[src/rtl/gpio_ctrl_pkg.sv]
// Shared constants and types for the gpio_ctrl register block.
// Register indices, bus FSM states and the post-reset edge arming delay.
package gpio_ctrl_pkg;

  localparam logic [2:0] A_DOUT = 3'd0;
  localparam logic [2:0] A_DIR  = 3'd1;
  localparam logic [2:0] A_DIN  = 3'd2;
  localparam logic [2:0] A_IEN  = 3'd3;
  localparam logic [2:0] A_RISE = 3'd4;
  localparam logic [2:0] A_FALL = 3'd5;
  localparam logic [2:0] A_STAT = 3'd6;
  localparam logic [2:0] A_CFG  = 3'd7;

  typedef enum logic {
    S_IDLE = 1'b0,
    S_ACK  = 1'b1
  } bus_state_e;

  localparam logic [2:0] ARM_CYCLES = 3'd4;

endpackage

[src/rtl/gpio_in_filter.sv]
// Per-pin input conditioning: 2-flop synchroniser, 2-deep history and an
// optional deglitch filter that only accepts a level seen on three consecutive samples.
module gpio_in_filter
  import gpio_ctrl_pkg::*;
#(
  parameter int NPIN = 7
) (
  input  logic            clk,
  input  logic            rst_n,
  input  logic            filt_en,
  input  logic [NPIN-1:0] pin,
  output logic [NPIN-1:0] din
);

  logic [NPIN-1:0] s1_r;
  logic [NPIN-1:0] s2_r;
  logic [NPIN-1:0] h1_r;
  logic [NPIN-1:0] h2_r;
  logic [NPIN-1:0] din_r;
  logic [NPIN-1:0] stable_s;
  logic [NPIN-1:0] din_next_s;

  // Next filtered value: pass-through, or update only on pins stable for three samples
  always_comb begin
    stable_s   = ~(s2_r ^ h1_r) & ~(s2_r ^ h2_r);
    din_next_s = s2_r;
    if (filt_en) begin
      din_next_s = (s2_r & stable_s) | (din_r & ~stable_s);
    end else begin
      din_next_s = s2_r;
    end
  end

  // Synchroniser, history and filtered-output flops
  always_ff @(posedge clk) begin
    if (!rst_n) begin
      s1_r  <= {NPIN{1'b0}};
      s2_r  <= {NPIN{1'b0}};
      h1_r  <= {NPIN{1'b0}};
      h2_r  <= {NPIN{1'b0}};
      din_r <= {NPIN{1'b0}};
    end else begin
      s1_r  <= pin;
      s2_r  <= s1_r;
      h1_r  <= s2_r;
      h2_r  <= h1_r;
      din_r <= din_next_s;
    end
  end

  assign din = din_r;

endmodule

[src/rtl/gpio_ctrl.sv]
// Register-mapped GPIO controller: req/ack register port, pad output/enable
// registers, conditioned inputs with edge detection and a level interrupt.
module gpio_ctrl
  import gpio_ctrl_pkg::*;
#(
  parameter int NPIN = 7,
  parameter int AW   = 3,
  parameter int DW   = 8
) (
  input  logic            clk,
  input  logic            rst_n,
  input  logic            bus_req,
  input  logic            bus_we,
  input  logic [AW-1:0]   bus_addr,
  input  logic [DW-1:0]   bus_wdata,
  output logic [DW-1:0]   bus_rdata,
  output logic            bus_ack,
  input  logic [NPIN-1:0] pin,
  output logic [NPIN-1:0] pout,
  output logic [NPIN-1:0] p_oe,
  output logic            irq
);

  bus_state_e      state_r;
  bus_state_e      state_next_s;
  logic            we_r;
  logic [AW-1:0]   addr_r;
  logic [DW-1:0]   wdata_r;
  logic            ack_r;
  logic [DW-1:0]   rdata_r;
  logic [NPIN-1:0] dout_r;
  logic [NPIN-1:0] dir_r;
  logic [NPIN-1:0] ien_r;
  logic [NPIN-1:0] rise_r;
  logic [NPIN-1:0] fall_r;
  logic [NPIN-1:0] stat_r;
  logic            cfg_r;
  logic            irq_r;
  logic [NPIN-1:0] din_s;
  logic [NPIN-1:0] din_d_r;
  logic [2:0]      arm_cnt_r;
  logic            wr_s;
  logic [NPIN-1:0] edge_s;
  logic [NPIN-1:0] w1c_s;
  logic [NPIN-1:0] stat_next_s;
  logic [DW-1:0]   rd_s;

  gpio_in_filter #(.NPIN(NPIN)) u_in_filter (
    .clk     (clk),
    .rst_n   (rst_n),
    .filt_en (cfg_r),
    .pin     (pin),
    .din     (din_s)
  );

  // Bus FSM next state, edge/W1C status update and read-data mux
  always_comb begin
    state_next_s = S_IDLE;
    wr_s         = (state_r == S_ACK) && we_r;
    edge_s       = {NPIN{1'b0}};
    w1c_s        = {NPIN{1'b0}};
    rd_s         = {DW{1'b0}};

    case (state_r)
      S_IDLE: begin
        if (bus_req) begin
          state_next_s = S_ACK;
        end else begin
          state_next_s = S_IDLE;
        end
      end
      S_ACK:   state_next_s = S_IDLE;
      default: state_next_s = S_IDLE;
    endcase

    // Edges are masked until the arm counter saturates, hiding pins that were high through reset.
    if (arm_cnt_r == ARM_CYCLES) begin
      edge_s = (din_s & ~din_d_r & rise_r) | (~din_s & din_d_r & fall_r);
    end else begin
      edge_s = {NPIN{1'b0}};
    end

    if (wr_s && (addr_r == A_STAT)) begin
      w1c_s = wdata_r[NPIN-1:0];
    end else begin
      w1c_s = {NPIN{1'b0}};
    end
    stat_next_s = (stat_r & ~w1c_s) | edge_s;

    case (addr_r)
      A_DOUT:  rd_s[NPIN-1:0] = dout_r;
      A_DIR:   rd_s[NPIN-1:0] = dir_r;
      A_DIN:   rd_s[NPIN-1:0] = din_s;
      A_IEN:   rd_s[NPIN-1:0] = ien_r;
      A_RISE:  rd_s[NPIN-1:0] = rise_r;
      A_FALL:  rd_s[NPIN-1:0] = fall_r;
      A_STAT:  rd_s[NPIN-1:0] = stat_r;
      A_CFG:   rd_s[0]        = cfg_r;
      default: rd_s           = {DW{1'b0}};
    endcase
  end

  // Bus handshake, register file, status, interrupt and arming state
  always_ff @(posedge clk) begin
    if (!rst_n) begin
      state_r   <= S_IDLE;
      we_r      <= 1'b0;
      addr_r    <= {AW{1'b0}};
      wdata_r   <= {DW{1'b0}};
      ack_r     <= 1'b0;
      rdata_r   <= {DW{1'b0}};
      dout_r    <= {NPIN{1'b0}};
      dir_r     <= {NPIN{1'b0}};
      ien_r     <= {NPIN{1'b0}};
      rise_r    <= {NPIN{1'b0}};
      fall_r    <= {NPIN{1'b0}};
      stat_r    <= {NPIN{1'b0}};
      cfg_r     <= 1'b0;
      irq_r     <= 1'b0;
      din_d_r   <= {NPIN{1'b0}};
      arm_cnt_r <= 3'd0;
    end else begin
      state_r <= state_next_s;
      if ((state_r == S_IDLE) && bus_req) begin
        we_r    <= bus_we;
        addr_r  <= bus_addr;
        wdata_r <= bus_wdata;
      end
      ack_r   <= (state_r == S_ACK);
      rdata_r <= (state_r == S_ACK) ? rd_s : {DW{1'b0}};
      if (wr_s) begin
        case (addr_r)
          A_DOUT:  dout_r <= wdata_r[NPIN-1:0];
          A_DIR:   dir_r  <= wdata_r[NPIN-1:0];
          A_IEN:   ien_r  <= wdata_r[NPIN-1:0];
          A_RISE:  rise_r <= wdata_r[NPIN-1:0];
          A_FALL:  fall_r <= wdata_r[NPIN-1:0];
          A_CFG:   cfg_r  <= wdata_r[0];
          default: begin end
        endcase
      end
      stat_r  <= stat_next_s;
      irq_r   <= |(stat_next_s & ien_r);
      din_d_r <= din_s;
      if (arm_cnt_r != ARM_CYCLES) begin
        arm_cnt_r <= arm_cnt_r + 3'd1;
      end
    end
  end

  generate
    if (DW > NPIN) begin : g_wdata_hi
      logic unused_wdata_hi;
      assign unused_wdata_hi = ^wdata_r[DW-1:NPIN];
    end
  endgenerate

  assign bus_ack   = ack_r;
  assign bus_rdata = rdata_r;
  assign pout      = dout_r;
  assign p_oe      = dir_r;
  assign irq       = irq_r;

endmodule

[config.mk]
export PLATFORM = sky130hd
export DESIGN_NAME = gpio_ctrl
export DESIGN_NICKNAME = d
export VERILOG_FILES = /design/src/rtl/gpio_ctrl_pkg.sv /design/src/rtl/gpio_in_filter.sv /design/src/rtl/gpio_ctrl.sv
export SDC_FILE = /design/constraint.sdc
export NUM_CORES = 1
export LEC_CHECK = 0
export ABC_AREA = 1
export CAP_MARGIN = 20
export CORE_AREA = 5 5 125 127
export CTS_CLUSTER_DIAMETER = 200
export DETAILED_ROUTE_END_ITERATION = 7
export DIE_AREA = 0 0 130 132
export SYNTH_ARGS = -nofsm -noshare
export SYNTH_HDL_FRONTEND = slang
export SYNTH_SLANG_ARGS = --single-unit
[constraint.sdc]
create_clock -name clk -period 1.4 [get_ports clk]
set_input_delay 0.28 -clock clk [delete_from_list [all_inputs] [get_ports clk]]
set_output_delay 0.28 -clock clk [all_outputs]
set_load 0.005 [all_outputs]
# Yosys cells after proc, flatten, opt, wreduce, memory -nomap -nowiden
# Index checks and enable logic that the tools add are counted.
totals:
  register_bits: 110
  inputBits: 22
  out_inout_bits: 24
op_classes:
  n_addsub: 1
  eq_ne: 9
  mux: 7
  bitwise: 21
  n_reduce_logical: 12
ops:
  columns: ["cell", "n"]
  rows:
  - ["7-bit AND", 9]
  - ["7-bit NOT", 6]
  - ["6-bit one-hot mux with 7 select lines", 1]
  - ["7-bit two-way mux", 3]
  - ["7-bit OR", 3]
  - ["3-bit equality test (second input constant)", 5]
  - ["2-bit AND reduction", 7]
  - ["7-bit bitwise XOR", 2]
  - ["1-bit one-hot mux with 8 select lines", 1]
  - ["7-bit OR reduction", 1]
  - ["3-bit by 2-bit equality test with 1-bit output (second input constant)", 2]
  - ["3-bit by 1-bit adder with 3-bit output (second input constant)", 1]
  - ["3-bit by 1-bit equality test with 1-bit output (second input constant)", 1]
  - ["1-bit logical AND", 3]
  - ["3-bit logical NOT", 1]
  - ["3-bit != test (second input constant)", 1]
  - ["1-bit one-hot mux with 2 select lines", 1]
  - ["1-bit two-way mux", 1]
  - ["1-bit NOT", 1]

# Longest topological paths before layout
# Gate-level depths: netlist (run 1).
depth:
  ltp_word: 8
  mapped_depth: 10
  depth_no_buf: 10

# Modules after synthesis
# From an unflattened synthesis (run 1), not the netlist that was laid out.
unflattened:
  cells_unflattened: 571
  hier_area_um2: 4246.6
modules_own_cells:
  columns: ["mod", "instances", "cells_each", "area_each_um2", "seq_area_each_um2"]
  rows:
  - ["gpio_ctrl", 1, 412, 3054.2, 1481.4]
  - ["gpio_in_filter", 1, 159, 1192.4, 700.7]

# Least setup slack after synthesis (run 1)
# Ideal clock, no wire load.
synth_path:
  path_type: "register to register"
  start: "register arm_cnt_r[0]"
  end: "register irq_r (netlist: irq)"
  arrival_ns: 1.260
  path_slack_ns: 0.008
  stages_incl_launch_ff: 11
  synth_period_minus_slack_ns: 1.392
  cell_sequence: "dfxtp_1 > inv_1 > ha_1 > nand2_1 > clkinv_1 > nand3_1 > nand2_1 > nand2_1 > nand2_1 > nor2_1 > a21oi_1"
synth_between:
  elab_chain_len: 5
synth_lines:
  columns: ["item", "line", "text"]
  rows:
  - ["start, declared", "gpio_ctrl.sv:41", "logic [2:0] arm_cnt_r;"]
  - ["start signal, assigned", "gpio_ctrl.sv:146", "arm_cnt_r <= arm_cnt_r + 3'd1;"]
  - ["3-bit equality test", "gpio_ctrl.sv:77", "if (arm_cnt_r == ARM_CYCLES) begin"]
  - ["7-bit two-way mux", "gpio_ctrl.sv:77", null]
  - ["7-bit OR", "gpio_ctrl.sv:88", "stat_next_s = (stat_r & ~w1c_s) | edge_s;"]
  - ["7-bit AND", "gpio_ctrl.sv:143", "irq_r <= |(stat_next_s & ien_r);"]
  - ["7-bit OR reduction", "gpio_ctrl.sv:143", null]
  - ["end signal, assigned", "gpio_ctrl.sv:143", null]
  - ["end, declared", "gpio_ctrl.sv:38", "logic irq_r;"]
# Every way passes these cells.
# A chain may end at the register's enable or synchronous reset.

# Worst setup path after layout (run 1)
# Ends and elaborated chain as after synthesis.

==> results.toml, run 1 <==
[logic_synthesis]
synth_flop_cell = "dfxtp_1"
postSynthCellCount = 547
yosys-top-cells-area = "dfxtp_1 52%, nand2_1 8.6%, o21ai_0 8.2%"
synth_top_area_cell = "dfxtp_1"
netlist.area_leader.share_pct = 52.1
ys_seq_area_share_pct = 52.1
ys_types = 35
synth_xor_area_share_pct = 0.209
synth-seq-cells = 109
synth_top_family_by_area = "simple AND/OR/NAND/NOR gates"
syn_nets = 571
yosysWarnings = 0
synth_most_common_cell = "dfxtp_1"
syn_area_per_cell_sq_um = 7.66
synth_fa_ha_area_share_pct = 0.597
synthesis.area_sq_um = 4190
synthTopCellsByCount = "109 x dfxtp_1, 96 x nand2_1, 77 x inv_1, 69 x o21ai_0, 67 x nor2_1"
synthSimpleGateAreaFrac_pct = 19.6
synth_edf_count = 0
synth-compound-area-share_pct = 18.0
async_flop_share_pct = 0
synthMuxAreaShare_pct = 0

[drt]
met3WireLength_microns = 584
top_layer_used = "met4"
drtIter0Drc = 274
firstDrtPassIters = 5
avgViaCountPerCell = 4.56
post_drt_wl_per_cell_microns = 14.3
ant_nets = 0
wirelength_mm = 12.1
met2_length_mm = 5.68
drc_errors = 0
num_vias = 3864
met1Wirelength_mm = 5.63

[critical_path]
critical_path_class = "reg -> reg"
path_cells = "inv_1, ha_4, nand2_4, clkinv_4, buf_4, nand3b_1, nand2_1, nand2_1, nand2_1, nor2_1, a21oi_1"
max_stage_delay_ns = 0.33
cp.arrival_ns = 1.62
crit_fanout = 7
rr_worst_depth = 11
reg2reg_slack_ns = 0.01
r2r-start = "arm_cnt_r[0]"
cp.required_ns = 1.64
crit_slowest_cell = "dfxtp_2"
cpMostUsedCell = "nand2_1"
r2r_end = "irq"
cp-start-kind = "register"
end_kind = "register"

[global_route]
grtUsageTotal_pct = 14.4
grt_max_degree = 28
grt.overflow.total = 0
grt_pass1_vias = 3801
antenna_found_initial = 0
grt_pass1_wl_mm = 19.4

[floorplan]
die-height_microns = 132
core_region_area_sq_um = 14300
die_x_microns = 130
io_pins = 46
rows = 44
start_util_pct = 29.3
design.die.area_sq_um = 17200

[min_path]
min-delay-start = "rst_n"
hold_class = "in -> reg"
min_to = "u_in_filter.s2_r[4]"
hold-path-cell-count = 3

[sta]
period_needed_ns = 1.39
skew_ns = 0.0102
setup-tns-final_ns = 0
hold_slack_ns = 0.282
fmax_mhz = 721
period_share_pct = 99.1
slew_viol_final = 0
rsz0062_at_grt = "true"
final-setup-viol-count = 0
final_hold_viol_count = 0

[cts]
cts_buffer_depth = 2
h-tree-depth = 3
clock_latency_ns = 0.35
numCtsBuffers = 9
cts_tree = "yes"
clock-sinks = 109
path_clk_slew_ns = 0.08
clockRootBuffer = "clkbuf_16"

[placement]
place_area_sq_um = 5250
routabilityCongestion = 0.874
dp_hpwl_mm = 8.81
io_buffers = 43

[finish]
diodes = 0
drive_gt1_share_pct = 21.3
stdcell_area_sq_um = 5720
fin_util_pct = 39.9
syn_to_final_growth_pct = 36.5
nets = 682

[pwr]
leakage_uw = 0.00270
p_total_uw = 6550
cellPowerDensity_nw_per_um2 = 1150
peakVddDrop_uv = 545

[outcome]
status = "finished clean"

[job]
cap_violations = 0
## critical path: cells and delay by family (launching register included)
family	cells	cell delay (ns)
simple gates	6	0.43
flops	1	0.33
buf+inv	3	0.29
fa+ha+maj	1	0.16
compound gates	1	0.07
## routing by layer
| metal | up-vias | global-route usage [%] |
|---|---|---|
| met5 | - | 0 |
| met4 | 0 | 3.87 |
| met3 | 19 | 2.76 |
| met2 | 82 | 23.6 |
| met1 | 1785 | 19.2 |
| li1 | 1978 | - |
## state kept, by name (all words and copies together), names as in the netlist, named ones only
signal and count:
ien_r 7, wdata_r 7, bus_ack 1, addr_r 3
u_in_filter.s1_r 7, fall_r 7, we_r 1, stat_r 7
state_r 1, pout 7, din_d_r 7, u_in_filter.s2_r 7
irq 1, u_in_filter.h1_r 7, rise_r 7, bus_rdata 7
u_in_filter.h2_r 7, cfg_r 1, p_oe 7, arm_cnt_r 3
## layout make-up
class | count | area (sq um)
fill | 1505 | 8600
sequential | 109 | 2210
multi-input combinational | 335 | 1700
timing repair buffer | 117 | 960
inverter | 86 | 335
tap | 184 | 230
clock buffer | 10 | 229
clock inverter | 6 | 56.3
## logic make-up after synthesis
family | count (synthesis)
fa+ha+maj | 2
compound gates | 138
buf+inv | 103
other cells | 1
flops | 109
xor+xnor | 1
simple gates | 193
## worst max-delay path by stage
stage,startpoint,endpoint,slack (ns),depth (start not counted)
after floorplan,arm_cnt_r[0],irq,0.008,10
after global routing,arm_cnt_r[0],irq,-0.11,11
after detailed placement,arm_cnt_r[1],irq,-0.21,11
final,arm_cnt_r[0],irq,0.01,11
after CTS,addr_r[0],irq,-0.03,10
after global placement,arm_cnt_r[0],irq,-0.18,11
## cell usage in the layout (no fill, tap or decap), types with 4 or more instances in the layout
cell and n:
a21boi_0 4, a21oi_1 44, buf_4 72, clkbuf_16 9, clkdlybuf4s50_1 19, clkinv_4 4, dfxtp_1 95, dfxtp_2 11
dlygate4sd2_1 23, inv_1 74, inv_2 10, nand2_1 91, nand2_2 4, nand3_1 8, nand3b_1 4, nand4_1 4
nor2_1 66, o21ai_0 63, o21ai_1 6, o22ai_1 5
## timing repair
item	in CTS	in global routing
setup buffers	5	6
gates resized for setup	47	29
pin swaps	2	11
hold buffers	0	0
setup endpoints to repair	61	21
## per-stage QoR
step	std cells	setup slack (ns)
3_5_place_dp	820	-0.209
6_report	847	0.0121
5_1_grt	847	-0.110
3_3_place_gp	820	-0.179
2_1_floorplan	547	0.00751
4_1_cts	841	-0.0316
## report_power, final
group,internal (uW),switching (uW),leakage [uW],total (uW)
Clock,1240,1200,0.000137,2450
Sequential,3210,81.8,0.000893,3290
Combinational,406,411,0.00167,817
Total,4860,1700,0.00270,6550
Note: power is estimated with default switching activity, not from simulation.
==> inputs of run 2 (changes only) <==
- CTS_CLUSTER_SIZE: default -> 40
==> results of run 2 <==
No change in the layout: final DEF, timing and power equal those of run 1.
